`src/rtl/color_grid_pkg.sv`:
```
// Shared constants and types for the colour grid manager: frame header tag,
// error codes, display modes, command FSM states and colour byte count helper.
package color_grid_pkg;

    localparam logic [1:0] HDR_TAG      = 2'b10;
    localparam int         REGION_IDX_W = 3;

    typedef enum logic [1:0] {
        ERR_NONE    = 2'd0,
        ERR_STRAY   = 2'd1,
        ERR_RANGE   = 2'd2,
        ERR_RESTART = 2'd3
    } err_e;

    typedef enum logic [1:0] {
        MODE_SINGLE = 2'd0,
        MODE_VSPLIT = 2'd1,
        MODE_HSPLIT = 2'd2,
        MODE_GRID   = 2'd3
    } mode_e;

    typedef enum logic [2:0] {
        ST_IDLE,
        ST_POP,
        ST_HDR,
        ST_DATA,
        ST_WRITE,
        ST_NOTIFY
    } state_e;

    function automatic int colorBytes(input int width);
        return (width + 7) / 8;
    endfunction

endpackage

```
`src/rtl/color_grid_region_counter.sv`:
```
// One screen axis: counts steps within a region and advances a region index
// that saturates at the last region.
module color_grid_region_counter
    import color_grid_pkg::*;
#(
    parameter int REGIONS = 4,
    parameter int SPAN    = 160
) (
    input  logic                    clk_i,
    input  logic                    rst_ni,
    input  logic                    clear_i,
    input  logic                    step_i,
    output logic [REGION_IDX_W-1:0] idx_o
);

    localparam int SUB_W = (SPAN > 1) ? $clog2(SPAN) : 1;

    logic [SUB_W-1:0]        sub_q, sub_d;
    logic [REGION_IDX_W-1:0] idx_q, idx_d;

    always_comb begin
        sub_d = sub_q;
        idx_d = idx_q;
        if (clear_i) begin
            sub_d = '0;
            idx_d = '0;
        end else if (step_i) begin
            if (sub_q == SUB_W'(SPAN - 1)) begin
                sub_d = '0;
                if (idx_q != REGION_IDX_W'(REGIONS - 1)) begin
                    idx_d = idx_q + 1'b1;
                end
            end else begin
                sub_d = sub_q + 1'b1;
            end
        end
    end

    always_ff @(posedge clk_i or negedge rst_ni) begin
        if (!rst_ni) begin
            sub_q <= '0;
            idx_q <= '0;
        end else begin
            sub_q <= sub_d;
            idx_q <= idx_d;
        end
    end

    assign idx_o = idx_q;

endmodule

```
`src/rtl/color_grid_manager.sv`:
```
// Decodes framed colour commands from the UART RX FIFO into a per-region colour
// table and paints pixels from it. Define COLOR_GRID_SHADOW_EN for tear-free updates.
module color_grid_manager
    import color_grid_pkg::*;
#(
    parameter int UART_DATA_WIDTH = 8,
    parameter int COLOR_WIDTH     = 12,
    parameter int H_REGIONS       = 4,
    parameter int V_REGIONS       = 4,
    parameter int H_ACTIVE        = 640,
    parameter int V_ACTIVE        = 480,
    parameter int REG_IDX_WIDTH   = 6
) (
    input  logic                       Clk_i,
    input  logic                       Rst_i,
    input  logic                       Empty_i,
    output logic                       Rd_En_o,
    input  logic [UART_DATA_WIDTH-1:0] RXD_Data_i,
    input  logic [1:0]                 Mode_i,
    input  logic                       HSync_i,
    input  logic                       VSync_i,
    input  logic                       Pixel_En_i,
    output logic [REG_IDX_WIDTH-1:0]   C_Addr_o,
    output logic [COLOR_WIDTH-1:0]     C_Data_o,
    output logic                       C_Valid_o,
    input  logic                       C_Rdy_i,
    output logic [REG_IDX_WIDTH-1:0]   Config_Notification_o,
    output logic                       Config_Notification_Valid_o,
    output logic [1:0]                 Config_Error_o,
    output logic                       Error_Valid_o,
    output logic [COLOR_WIDTH-1:0]     Data_VGA_o
);

    localparam int COLOR_BYTES = colorBytes(COLOR_WIDTH);
    localparam int NUM_REGIONS = H_REGIONS * V_REGIONS;
    localparam int TBL_IDX_W   = (NUM_REGIONS > 1) ? $clog2(NUM_REGIONS) : 1;
    localparam int TBL_DEPTH   = 2 ** TBL_IDX_W;
    localparam int CNT_W       = $clog2(COLOR_BYTES + 1);

    state_e                   state_q, state_d;
    logic [REG_IDX_WIDTH-1:0] addr_q, addr_d;
    logic [COLOR_WIDTH-1:0]   acc_q, acc_d;
    logic [CNT_W-1:0]         cnt_q, cnt_d;
    logic                     inFrame_q, inFrame_d;
    logic                     discard_q, discard_d;
    logic                     errValid_q, errValid_d;
    err_e                     errCode_q, errCode_d;

    logic                     isHeader;
    logic                     hdrInRange;
    logic                     firstData;
    logic                     tblWrite;

    assign isHeader   = (RXD_Data_i[7:6] == HDR_TAG);
    assign hdrInRange = (int'(RXD_Data_i[5:0]) < NUM_REGIONS);
    assign firstData  = (cnt_q == CNT_W'(COLOR_BYTES));
    assign tblWrite   = (state_q == ST_WRITE) && C_Rdy_i;

    always_ff @(posedge Clk_i or negedge Rst_i) begin
        if (!Rst_i) begin
            state_q    <= ST_IDLE;
            addr_q     <= '0;
            acc_q      <= '0;
            cnt_q      <= '0;
            inFrame_q  <= 1'b0;
            discard_q  <= 1'b0;
            errValid_q <= 1'b0;
            errCode_q  <= ERR_NONE;
        end else begin
            state_q    <= state_d;
            addr_q     <= addr_d;
            acc_q      <= acc_d;
            cnt_q      <= cnt_d;
            inFrame_q  <= inFrame_d;
            discard_q  <= discard_d;
            errValid_q <= errValid_d;
            errCode_q  <= errCode_d;
        end
    end

    // Every byte goes IDLE -> POP -> HDR/DATA; the byte is evaluated the cycle after Rd_En.
    // A header can only be told apart from the top data byte, whose unused upper bits are zero.
    always_comb begin
        state_d    = state_q;
        addr_d     = addr_q;
        acc_d      = acc_q;
        cnt_d      = cnt_q;
        inFrame_d  = inFrame_q;
        discard_d  = discard_q;
        errValid_d = 1'b0;
        errCode_d  = ERR_NONE;
        case (state_q)
            ST_IDLE: begin
                if (!Empty_i) state_d = ST_POP;
            end
            ST_POP: begin
                state_d = inFrame_q ? ST_DATA : ST_HDR;
            end
            ST_HDR, ST_DATA: begin
                state_d = ST_IDLE;
                if (state_q == ST_HDR && !isHeader) begin
                    errValid_d = 1'b1;
                    errCode_d  = ERR_STRAY;
                end else if (isHeader && (state_q == ST_HDR || firstData)) begin
                    inFrame_d = 1'b1;
                    discard_d = !hdrInRange;
                    acc_d     = '0;
                    cnt_d     = CNT_W'(COLOR_BYTES);
                    if (hdrInRange) addr_d = REG_IDX_WIDTH'(RXD_Data_i[5:0]);
                    if (state_q == ST_DATA) begin
                        errValid_d = 1'b1;
                        errCode_d  = ERR_RESTART;
                    end else if (!hdrInRange) begin
                        errValid_d = 1'b1;
                        errCode_d  = ERR_RANGE;
                    end
                end else if (firstData && RXD_Data_i[7]) begin
                    inFrame_d  = 1'b0;
                    discard_d  = 1'b0;
                    errValid_d = 1'b1;
                    errCode_d  = ERR_STRAY;
                end else begin
                    acc_d = COLOR_WIDTH'({acc_q, RXD_Data_i});
                    cnt_d = cnt_q - 1'b1;
                    if (cnt_q == CNT_W'(1)) begin
                        inFrame_d = 1'b0;
                        discard_d = 1'b0;
                        if (!discard_q) state_d = ST_WRITE;
                    end
                end
            end
            ST_WRITE: begin
                if (C_Rdy_i) state_d = ST_NOTIFY;
            end
            ST_NOTIFY: begin
                state_d = ST_IDLE;
            end
            default: state_d = ST_IDLE;
        endcase
    end

    always_comb begin
        Rd_En_o                     = 1'b0;
        C_Valid_o                   = 1'b0;
        C_Addr_o                    = '0;
        C_Data_o                    = '0;
        Config_Notification_Valid_o = 1'b0;
        Config_Notification_o       = '0;
        case (state_q)
            ST_POP: Rd_En_o = 1'b1;
            ST_WRITE: begin
                C_Valid_o = 1'b1;
                C_Addr_o  = addr_q;
                C_Data_o  = acc_q;
            end
            ST_NOTIFY: begin
                Config_Notification_Valid_o = 1'b1;
                Config_Notification_o       = addr_q;
            end
            default: ;
        endcase
    end

    assign Error_Valid_o  = errValid_q;
    assign Config_Error_o = errCode_q;

    logic [REGION_IDX_W-1:0]  colIdx, rowIdx;
    logic [REG_IDX_WIDTH-1:0] regionSel;
    logic [TBL_IDX_W-1:0]     rdIdx, wrIdx;
    mode_e                    mode_q;
    logic [COLOR_WIDTH-1:0]   dataVga_q;
    logic [COLOR_WIDTH-1:0]   activeTbl_q [TBL_DEPTH];

    // VSync starts line 0 of the frame, so it must not also advance the row.
    color_grid_region_counter #(
        .REGIONS (H_REGIONS),
        .SPAN    (H_ACTIVE / H_REGIONS)
    ) u_colCounter (
        .clk_i   (Clk_i),
        .rst_ni  (Rst_i),
        .clear_i (HSync_i | VSync_i),
        .step_i  (Pixel_En_i),
        .idx_o   (colIdx)
    );

    color_grid_region_counter #(
        .REGIONS (V_REGIONS),
        .SPAN    (V_ACTIVE / V_REGIONS)
    ) u_rowCounter (
        .clk_i   (Clk_i),
        .rst_ni  (Rst_i),
        .clear_i (VSync_i),
        .step_i  (HSync_i),
        .idx_o   (rowIdx)
    );

    always_comb begin
        regionSel = '0;
        case (mode_q)
            MODE_SINGLE: regionSel = '0;
            MODE_VSPLIT: regionSel = REG_IDX_WIDTH'(colIdx);
            MODE_HSPLIT: regionSel = REG_IDX_WIDTH'(int'(rowIdx) * H_REGIONS);
            MODE_GRID:   regionSel = REG_IDX_WIDTH'(int'(rowIdx) * H_REGIONS + int'(colIdx));
            default:     regionSel = '0;
        endcase
    end

    assign rdIdx = TBL_IDX_W'(regionSel);
    assign wrIdx = TBL_IDX_W'(addr_q);

    always_ff @(posedge Clk_i or negedge Rst_i) begin
        if (!Rst_i) begin
            mode_q    <= MODE_SINGLE;
            dataVga_q <= '0;
        end else begin
            if (VSync_i) mode_q <= mode_e'(Mode_i);
            dataVga_q <= Pixel_En_i ? activeTbl_q[rdIdx] : '0;
        end
    end

`ifdef COLOR_GRID_SHADOW_EN
    logic [COLOR_WIDTH-1:0] shadowTbl_q [TBL_DEPTH];

    // The copy reads the pre-edge shadow, so a write coinciding with VSync waits a frame.
    always_ff @(posedge Clk_i or negedge Rst_i) begin
        if (!Rst_i) begin
            for (int i = 0; i < TBL_DEPTH; i++) begin
                shadowTbl_q[i] <= '0;
                activeTbl_q[i] <= '0;
            end
        end else begin
            if (tblWrite) shadowTbl_q[wrIdx] <= acc_q;
            if (VSync_i) begin
                for (int i = 0; i < TBL_DEPTH; i++) activeTbl_q[i] <= shadowTbl_q[i];
            end
        end
    end
`else
    always_ff @(posedge Clk_i or negedge Rst_i) begin
        if (!Rst_i) begin
            for (int i = 0; i < TBL_DEPTH; i++) activeTbl_q[i] <= '0;
        end else if (tblWrite) begin
            activeTbl_q[wrIdx] <= acc_q;
        end
    end
`endif

    assign Data_VGA_o = dataVga_q;

endmodule

```
`config.mk`:
```
export PLATFORM = sky130hd
export DESIGN_NAME = color_grid_manager
export DESIGN_NICKNAME = d
export VERILOG_FILES = /design/src/rtl/color_grid_pkg.sv /design/src/rtl/color_grid_region_counter.sv /design/src/rtl/color_grid_manager.sv
export SDC_FILE = /design/constraint.sdc
export NUM_CORES = 1
export LEC_CHECK = 0
export CORE_MARGIN = 2
export CORE_UTILIZATION = 50
export CTS_CLUSTER_DIAMETER = 80
export CTS_CLUSTER_SIZE = 28
export DETAILED_ROUTE_END_ITERATION = 8
export MAX_ROUTING_LAYER = met4
export PLACE_DENSITY = 0.74
export SLEW_MARGIN = 25
export SYNTH_ARGS = -nofsm -noshare
export SYNTH_HDL_FRONTEND = slang
export SYNTH_HIERARCHICAL = 1
export SYNTH_SLANG_ARGS = --single-unit
```
`constraint.sdc`:
```
create_clock -name Clk_i -period 5.6 [get_ports Clk_i]
set_input_delay 0.56 -clock Clk_i [delete_from_list [all_inputs] [get_ports Clk_i]]
set_output_delay 0.56 -clock Clk_i [all_outputs]
set_load 0.1 [all_outputs]
```
==> impl_results.md, run 1 <==
- Outcome: completed
- Crit Path Class: reg -> out
- Synth warnings: 6
- CTS tree: yes
- Mapped Area: 0.0120 mm²
- Layout cell share with drive strength beyond 1: 27.0%
- Slew headroom: 29.4%
- All-Layer GR Usage: 21.7%
- Post-Place Cells: 1281
- Async SR Flop Fraction: 100%
- Average wire per standard cell: 20.1 µm
- Clock tree buffer depth: 3
- CTS resizes: 0
- WP data arrival: 3.13 ns
- Crit end category: output pin
- Hold_buf cts: 0
- Flops & latches, synth: 255
- Antenna violations before repair: 0
- Fin. max-slew vios: 0
- Sink Count: 255
- Core Box Area: 0.0235 mm²
- # setup viols final: 0
- Fin cells: 1304
- Post-synth EDFFs: 0
- RSZ-0062 raised after global routing: no
- Power per Cell Area: 302 mW/mm²
- Gpl congestion: 0.852
- Antenna cells: 0
- First-pass GRT wire length: 43000 µm
- CTS H-tree depth: 1
- Worst stage delay on the critical path: 1.14 ns
- Starting DRT DRC Count: 606
- Total die area: 0.0253 mm²
- Worst EP required: 5.04 ns
- Detailed Route WL: 26300 µm
- Post-Syn Nets: 990
- Slowest stage cell on the critical path: clkdlybuf4s50_1
- Minimum clock period: 3.69 ns
- Peak VDD IR: 0.275 mV
- Mapped Cells: 964
- Final HPWL DP: 17100 µm
- Total CTS buffers: 14
- DRT Pass-1 Iters: 5
- Worst-path cell chain: nor3b_4, and2_1, clkdlybuf4s50_1
- Initial Util: 51.0%
- Worst setup SP type: flop
- Sum Neg Setup Slack: 0 ns
- CTS root buf: clkbuf_16
- Synth cell types: 65
- Setup Buffers After CTS: 0
- Routed Antenna Nets: 0
- Area grow syn2layout: 10.2%
- Setup Skew: 0.0291 ns
- # DRC: 0
- Clk_lat worst skew: 0.50 ns
- Vias in the first global route: 7743
- Mean post-synth cell area: 12.5 µm²
- Max-cap violations: 0
- Type of the worst min-delay path: in -> async
- Die width: 159 µm
- Achievable frequency: 271 MHz
- Die height: 159 µm
- Vias per cell: 5.87
- Sequential element share of the synthesized area: 53.1%
- Vias: 7653
- Fin. Hold Viols: 0
- Filler cells: 1973
- Io pins: 59
- Post-synth top flop: dfrtp_1
- P_leak: 6.13 nW
- Crit path max fanout: 23
- FP Rows: 56
- Fin crit share: 65.9%
- Grt ovf: 0
- Worst-path clk slew: 0.09 ns
- Worst Tran Pin Value: 1.06 ns
- # port buffers: 58
- Largest net degree at the start of global routing: 183
- # nets final: 1005
area by class of cell:
type                            instances  area (µm²)  area share (%)
Clock buffer                           17         383            2.89
Clock inverter                          5        66.3           0.501
Inverter                               16        60.1           0.453
Multi-Input combinational cell        622        5250            39.6
Sequential cell                       255        6380            48.2
Tap cell                              319         399            3.01
Timing Repair Buffer                   70         708            5.35
metrics by stage:
| stage | hold WS (ns) | setup WS, ns | cell area (µm²) | total power, mW | util, % |
|---|---|---|---|---|---|
| finish | 0.0110 | 1.91 | 13200 | 4.00 | 56.3 |
| global route | 0.0476 | 1.70 | 13200 | 4.17 | 56.3 |
| CTS | 0.0276 | 1.87 | 13200 | 4.02 | 56.1 |
| detailed placement | 0.470 | 2.40 | 12800 | 2.88 | 54.2 |
| global placement | 0.468 | 2.46 | 12700 | 2.86 | 54.1 |
| floorplan | 0.264 | 0.958 | 12000 | 2.61 | - |
Yosys cell counts (2+ instances only):
cell | number | area share [%]
a311oi_1 | 12 | 0.87
a21oi_1 | 23 | 0.96
nand4b_2 | 2 | 0.25
buf_1 | 5 | 0.16
and3_1 | 3 | 0.16
xnor2_1 | 2 | 0.15
nor2_1 | 28 | 0.87
or3_1 | 2 | 0.10
mux2_2 | 199 | 19
a22o_1 | 11 | 0.80
a221oi_1 | 12 | 0.87
o2111ai_1 | 3 | 0.22
ha_1 | 9 | 0.94
o311ai_0 | 2 | 0.15
mux2_1 | 2 | 0.19
and2_1 | 28 | 1.5
a31oi_1 | 2 | 0.10
nor2b_1 | 8 | 0.42
nand2_1 | 98 | 3.1
buf_4 | 10 | 0.62
xor2_1 | 5 | 0.36
clkbuf_1 | 30 | 0.94
dfrtp_1 | 255 | 53
nor3b_1 | 5 | 0.31
mux2i_1 | 41 | 3.4
mux4_2 | 12 | 2.2
nor3_1 | 4 | 0.17
nand3_2 | 2 | 0.17
nand2b_1 | 5 | 0.26
o22ai_1 | 3 | 0.16
a21o_1 | 2 | 0.12
buf_2 | 23 | 0.96
a221o_1 | 12 | 1.0
nand4_1 | 3 | 0.16
inv_1 | 16 | 0.50
nor3b_2 | 2 | 0.21
nand3_1 | 40 | 1.7
buf_6 | 3 | 0.28
o21ai_0 | 13 | 0.54
nor3_2 | 2 | 0.17
critical path, delay by kind of cell (launching register included):
kind,cells,cell delay (ns)
buffers and inverters,1,1.14
DFF,1,0.53
and+or+nand+nor,2,0.97
sequential cells by signal, indices dropped and copies added, names as in the netlist, 3 cells and up:
register	flops
acc_q	12
activeTbl_q	192
u_colCounter/sub_q	8
Data_VGA_o	12
addr_q	6
u_rowCounter/sub_q	7
state_q	3
u_colCounter/idx_o	3
u_rowCounter/idx_o	3
routing by layer:
layer | track usage (%) | wire length, µm | vias up | share of wire (%)
li1 | - | - | 3479 | -
met3 | 2.16 | 988 | 40 | 3.8
met4 | 5.79 | 577 | 0 | 2.2
met2 | 34.5 | 12600 | 177 | 48
met5 | - | 0 | - | 0
met1 | 30.1 | 12100 | 3957 | 46
layout by cell type, fill, tap and decap left out, types with 5 or more instances in the layout:
cell type,instances
nand2_1,98
nand3_1,40
nor2_1,27
mux2i_1,41
buf_4,10
dfrtp_1,254
mux2_2,199
ha_1,9
clkdlybuf4s50_1,57
a311oi_1,12
o21ai_0,13
mux4_2,12
and2_1,28
a21oi_1,23
nor2b_1,8
inv_1,16
a22o_1,11
clkbuf_16,15
a221oi_1,12
nand2b_1,5
nor3b_1,5
a221o_1,12
xor2_1,5
cell families after synthesis:
logic type	after synthesis	synth area share, %
flip-flops	255	53.1
AND/OR/NAND/NOR	243	10.6
XOR/XNOR	7	0.510
buffers and inverters	87	3.46
multiplexers	255	24.6
adder cells (fa/ha/maj)	9	0.937
AO/OA/AOI/OAI	108	6.78
report_power, final:
group | internal (mW) | switching (mW) | leakage, nW
combinational | 0.209 | 0.347 | 2.39
sequential | 1.95 | 0.344 | 3.53
clock | 0.515 | 0.634 | 0.219
worst paths after layout:
check / start / cells after the start / slack [ns] / endpoint
setup / recovery: state_q[0]$_DFFE_PN0P_ / 3 / 1.91 / C_Data_o[1]
max in group asynchronous: Rst_i / 3 / 4.21 / activeTbl_q[9]$_DFFE_PN0P_
setup reg to reg: state_q[0]$_DFFE_PN0P_ / 4 / 2.49 / activeTbl_q[162]$_DFFE_PN0P_
min in group Clk_i: activeTbl_q[166]$_DFFE_PN0P_ / 1 / 0.49 / activeTbl_q[166]$_DFFE_PN0P_
hold / removal: Rst_i / 1 / 0.01 / u_rowCounter/sub_q[1]$_DFFE_PN0P_
hold reg to reg: activeTbl_q[166]$_DFFE_PN0P_ / 1 / 0.49 / activeTbl_q[166]$_DFFE_PN0P_
Power figures use the tool's default switching activity.
==> inputs of run 2 (changes only) <==
Clock period 5.6 ns to 3.4 ns, I/O delays scaled along.
==> run 2 against run 1 <==
Against the previous run: design area rose by 0.26%; global-route usage rose by 0.21 points; utilization rose by 0.15 points; largest power group unchanged; critical path type is now reg -> reg; via count rose by 1.5%.
==> impl_results.md, run 2 (synthesis gave the netlist of run 1 again) <==
- Outcome: completed
- Core Util, Final: 56.4%
- Worst setup SP type: flop
- Antenna violations before repair: 0
- Largest net degree at the start of global routing: 96
- Final HPWL DP: 17700 µm
- Power per Cell Area: 496 mW/mm²
- FF+latch area: 0.00638 mm²
- Net Sw Frac: 32.9%
- Core Box Area: 0.0235 mm²
- Fin. max-slew vios: 0
- P_leak: 6.26 nW
- CTS resizes: 0
- Most flops, register: activeTbl_q
- CTS H-tree depth: 1
- Hold_buf cts: 1
- # port buffers: 58
- Post-Place Cells: 1297
- Die width: 159 µm
- RSZ-0062 raised after global routing: no
- Worst Tran Pin Value: 1.01 ns
- Multi-input logic area: 0.00523 mm²
- First-pass GRT wire length: 43300 µm
- Crit end category: flop
- Area grow syn2layout: 10.5%
- CTS root buf: clkbuf_16
- Clock tree buffer depth: 3
- # setup viols final: 0
- Most frequent cells in the layout: dfrtp_1 (254), mux2_2 (199), nand2_1 (98), buf_4 (52), mux2i_1 (41)
- Slew headroom: 32.7%
- Io pins: 59
- Sink Count: 255
- Grt ovf: 0
- WP data arrival: 2.88 ns
- Vias in the first global route: 7604
- Flop pwr share: 57.1%
- Clk_lat worst skew: 0.49 ns
- Type of the worst min-delay path: in -> reg
- Slowest stage cell on the critical path: a21boi_4
- # nets final: 1021
- Min-Delay Startpoint: Mode_i[1]
- Max-cap violations: 0
- Internal power: 4.42 mW
- Gpl congestion: 0.862
- Worst path bufs/invs: 0
- Commonest non-fill, non-tap cell in the layout: dfrtp_1
- Peak VDD IR: 0.616 mV
- Layout cell share with drive strength beyond 1: 30.9%
- Vias: 7765
- CP delay by family, top: compound AO/OA/AOI/OAI gates
- # DRC: 0
- Setup Buffers After CTS: 0
- Filler cells: 1972
- Fin cells: 1320
- Fin crit share: 72.0%
- Crit Path Class: reg -> reg
- Design area: 0.0133 mm²
- Start point of the critical path: u_rowCounter/idx_o[0]$_DFFE_PN0P_
- Crit path max fanout: 14
- FP Rows: 56
- Dpl cell area: 0.0128 mm²
- Total die area: 0.0253 mm²
- Reg-to-reg startpoint: u_rowCounter/idx_o[0]$_DFFE_PN0P_
- Clock power frac: 28.9%
- Worst EP required: 3.83 ns
- Total CTS buffers: 14
- Vias per cell: 5.88
- CTS tree: yes
- Routed Antenna Nets: 0
- Sum Neg Setup Slack: 0 ns
- All-Layer GR Usage: 21.9%
- Worst stage delay on the critical path: 0.48 ns
- Initial Util: 51.0%
- Detailed Route WL: 26800 µm
- DRT Pass-1 Iters: 5
- Antenna cells: 0
- Die height: 159 µm
- Minimum clock period: 2.45 ns
- Worst-path clk slew: 0.10 ns
- Combinational power share: 14.1%
- Setup Skew: 0.0154 ns
- Fin. Hold Viols: 0
- Starting DRT DRC Count: 492
- Average wire per standard cell: 20.3 µm
- Achievable frequency: 409 MHz
- Net Sw Power: 2.17 mW
- Max reg flops: 192
- Worst-path cell chain: ha_1, mux2_2, a21boi_4, a21oi_1, a221oi_1, a221o_1
-- run 2: tightest hold or removal path: stages --
cell             delay [ns]
clkdlybuf4s50_1        0.39
nand2_1                0.06
o21ai_0                0.07
-- run 2: power by group through the flow --
stage	registers, mW	logic, mW	clock network (mW)
3_5_place_dp	3.82	0.925	0
5_1_grt	3.82	1.00	2.05
2_1_floorplan	3.58	0.720	0
4_1_cts	3.76	0.930	1.94
3_3_place_gp	3.80	0.911	0
6_report	3.76	0.925	1.90
-- run 2: layout make-up --
type | count | share of cell area, %
Tap cell | 319 | 3.01
Multi-Input combinational cell | 622 | 39.4
Inverter | 16 | 0.452
Clock buffer | 17 | 2.96
Clock inverter | 5 | 0.452
Timing Repair Buffer | 86 | 5.69
Sequential cell | 255 | 48.1
-- run 2: worst paths after layout --
kind                                                endpoint  slack [ns]  cells after the start
max in group asynchronous       activeTbl_q[113]$_DFFE_PN0P_        2.08                      3
setup / recovery                     Data_VGA_o[2]$_DFF_PN0_        0.95                      6
min in group asynchronous  u_colCounter/sub_q[2]$_DFFE_PN0P_        0.46                      2
setup reg to reg                     Data_VGA_o[2]$_DFF_PN0_        0.95                      6
hold reg to reg                        inFrame_q$_DFFE_PN0P_        0.49                      2
hold / removal                         mode_q[1]$_DFFE_PN0P_        0.42                      3
-- run 2: metal layers --
metal	track usage (%)	wire length (µm)
met5	-	0
met4	5.33	614
met3	2.32	1440
met2	35.1	13000
met1	30.3	11800
-- run 2: metrics by stage --
step           worst slack [ns]  power (mW)  hold slack (ns)
2_1_floorplan             0.132        4.30           0.0444
3_3_place_gp               1.01        4.71            0.427
3_5_place_dp              0.977        4.74            0.421
4_1_cts                   0.968        6.63            0.411
5_1_grt                   0.854        6.87            0.434
6_report                  0.953        6.58            0.419
==> inputs of run 3 (changes only) <==
Settings changed: PLACE_DENSITY 0.74 to 0.77.
Clock period 3.4 ns to 2 ns, I/O delays scaled along.
==> run 3 against run 2 <==
Against the previous run: the run now ends with negative setup slack left; sequential power up 56%; utilization up 5.5 points; sequential share of layout area down 4.3 points; critical path type unchanged.
==> impl_results.md, run 3 (synthesis gave the netlist of run 1 again) <==
- Power per Cell Area: 778 mW/mm²
- Crit path max fanout: 8
- Grt ovf: 0
- Crit end category: flop
- # nets final: 1072
- Die height: 159 µm
- Design area: 0.0146 mm²
- Worst-path clk slew: 0.11 ns
- Slew headroom: 53.6%
- Max reg flops: 192
- WP data arrival: 2.44 ns
- Peak VDD IR: 0.772 mV
- CTS root buf: clkbuf_16
- Met3 Use GR: 2.81%
- Commonest non-fill, non-tap cell in the layout: dfrtp_1
- Crit Path Class: reg -> reg
- Final worst slack: -0.0161 ns
- Worst Tran Pin Value: 0.696 ns
- Fin. Hold Viols: 0
- Total die area: 0.0253 mm²
- Total CTS buffers: 13
- Layout cell share with drive strength beyond 1: 42.2%
- Most flops, register: activeTbl_q
- Start point of the critical path: u_rowCounter/idx_o[0]$_DFFE_PN0P_
- Fin crit share: 101%
- Antenna cells: 0
- Io pins: 59
- Hold slack: 0.213 ns
- Clk_lat worst skew: 0.50 ns
- P_leak: 6.80 nW
- Outcome: complete, but fails checks
- GR Util met2: 37.9%
- Worst setup SP type: flop
- Minimum clock period: 2.02 ns
- Vias: 8129
- Area grow syn2layout: 21.4%
- # DRC: 0
- Worst EP required: 2.43 ns
- Most frequent cells in the layout: dfrtp_1 (251), mux2_2 (198), nand2_1 (91), buf_4 (68), buf_12 (45)
- Antenna violations before repair: 0
- All-Layer GR Usage: 23.2%
- Initial Util: 51.0%
- Type of the worst min-delay path: in -> async
- Fin. max-slew vios: 0
- Dpl cell area: 0.0137 mm²
- Vias in the first global route: 8510
- CTS H-tree depth: 1
- Setup Skew: 0.0367 ns
- Power, Total: 11.3 mW
- Die width: 159 µm
- First-pass GRT wire length: 46400 µm
- Reg-to-reg startpoint: u_rowCounter/idx_o[0]$_DFFE_PN0P_
- Average wire per standard cell: 21.3 µm
- Gpl congestion: 0.859
- RSZ-0062 raised after global routing: yes
- Met1 usage: 31.0%
- Sink Count: 255
- R2R Setup Slk: -0.02 ns
- Detailed Route WL: 29100 µm
- Pre-CTS WS: -0.201 ns
- Achievable frequency: 496 MHz
- # setup viols final: 5
- Final HPWL DP: 19100 µm
- # port buffers: 58
- Core Box Area: 0.0235 mm²
- CTS tree: yes
- DRT Pass-1 Iters: 4
- Top Usage Layer GRT: met2
- Violated checks: negative setup slack
- Max-cap violations: 0
- FP Rows: 56
- Clock tree buffer depth: 3
- Routed Antenna Nets: 0
- Vias per cell: 5.95
- Largest net degree at the start of global routing: 62
- Starting DRT DRC Count: 594
## run 3: changes by cell type in the layout (fill, tap and decap cells not counted), moves of 6 or more
cell,delta
buf_12,+43
and2_1,-24
and2_4,+17
buf_4,+16
clkdlybuf4s50_1,-15
a221oi_1,-12
a311oi_1,-7
a311oi_2,+7
and2_2,+7
nand2_1,-7
a21oi_1,-6
a221oi_2,+6
a221oi_4,+6
## run 3: final cells by class
cell class | instances | area (µm²)
well taps | 319 | 399
multi-input cells | 622 | 5650
repair buffers | 138 | 1710
flip-flops and latches | 255 | 6390
fillers | 1749 | 8960
clock inverters | 3 | 41.3
inverters | 16 | 65.1
clock buffers | 14 | 329
## run 3: power by group
group	internal, mW	total [mW]	switching (mW)
registers	5.47	5.85	0.380
logic	0.851	2.58	1.73
clock network	1.23	2.91	1.68
total	7.55	11.3	3.79
## run 3: critical path, stage by stage, from the launching register on
cell and delay [ns]:
dfrtp_1 0.43, ha_4 0.30, mux2i_4 0.10, o21ai_4 0.28, buf_12 0.19, clkbuf_16 0.17
nand2_2 0.07, a221oi_4 0.27, a221o_1 0.15
## run 3: timing repair
item,in CTS,in global routing
cloned,1,5
buffers inserted,3,1
endpoints found under the setup margin,36,119
pin swaps,3,16
endpoints found under the hold margin,95,0
hold buffers,1,0
gates resized for setup,29,66
## run 3: path summary, 6_finish.rpt
path	cells past startpoint	to
worst max-delay path	8	Data_VGA_o[10]$_DFF_PN0_
worst min-delay path	2	activeTbl_q[83]$_DFFE_PN0P_
worst max register to register	8	Data_VGA_o[10]$_DFF_PN0_
worst min register to register	2	inFrame_q$_DFFE_PN0P_
max in group asynchronous	3	activeTbl_q[135]$_DFFE_PN0P_
min in group Clk_i	3	mode_q[1]$_DFFE_PN0P_
## run 3: stage by stage
step                TNS (ns)  instances  util [%]
floorplan              -1.39        964         -
global placement      -0.825       1340      58.0
detailed placement     -1.30       1340      58.0
CTS                   -0.205       1362      60.3
global route           -1.05       1367      61.9
finish               -0.0366       1367      61.9
## run 3: per-layer routing
metal  vias up  part of all wire, %
met5         -                    0
met4         0                  2.2
met3        50                  4.2
met2       218                   50
met1      4259                   43
li1       3602                    -
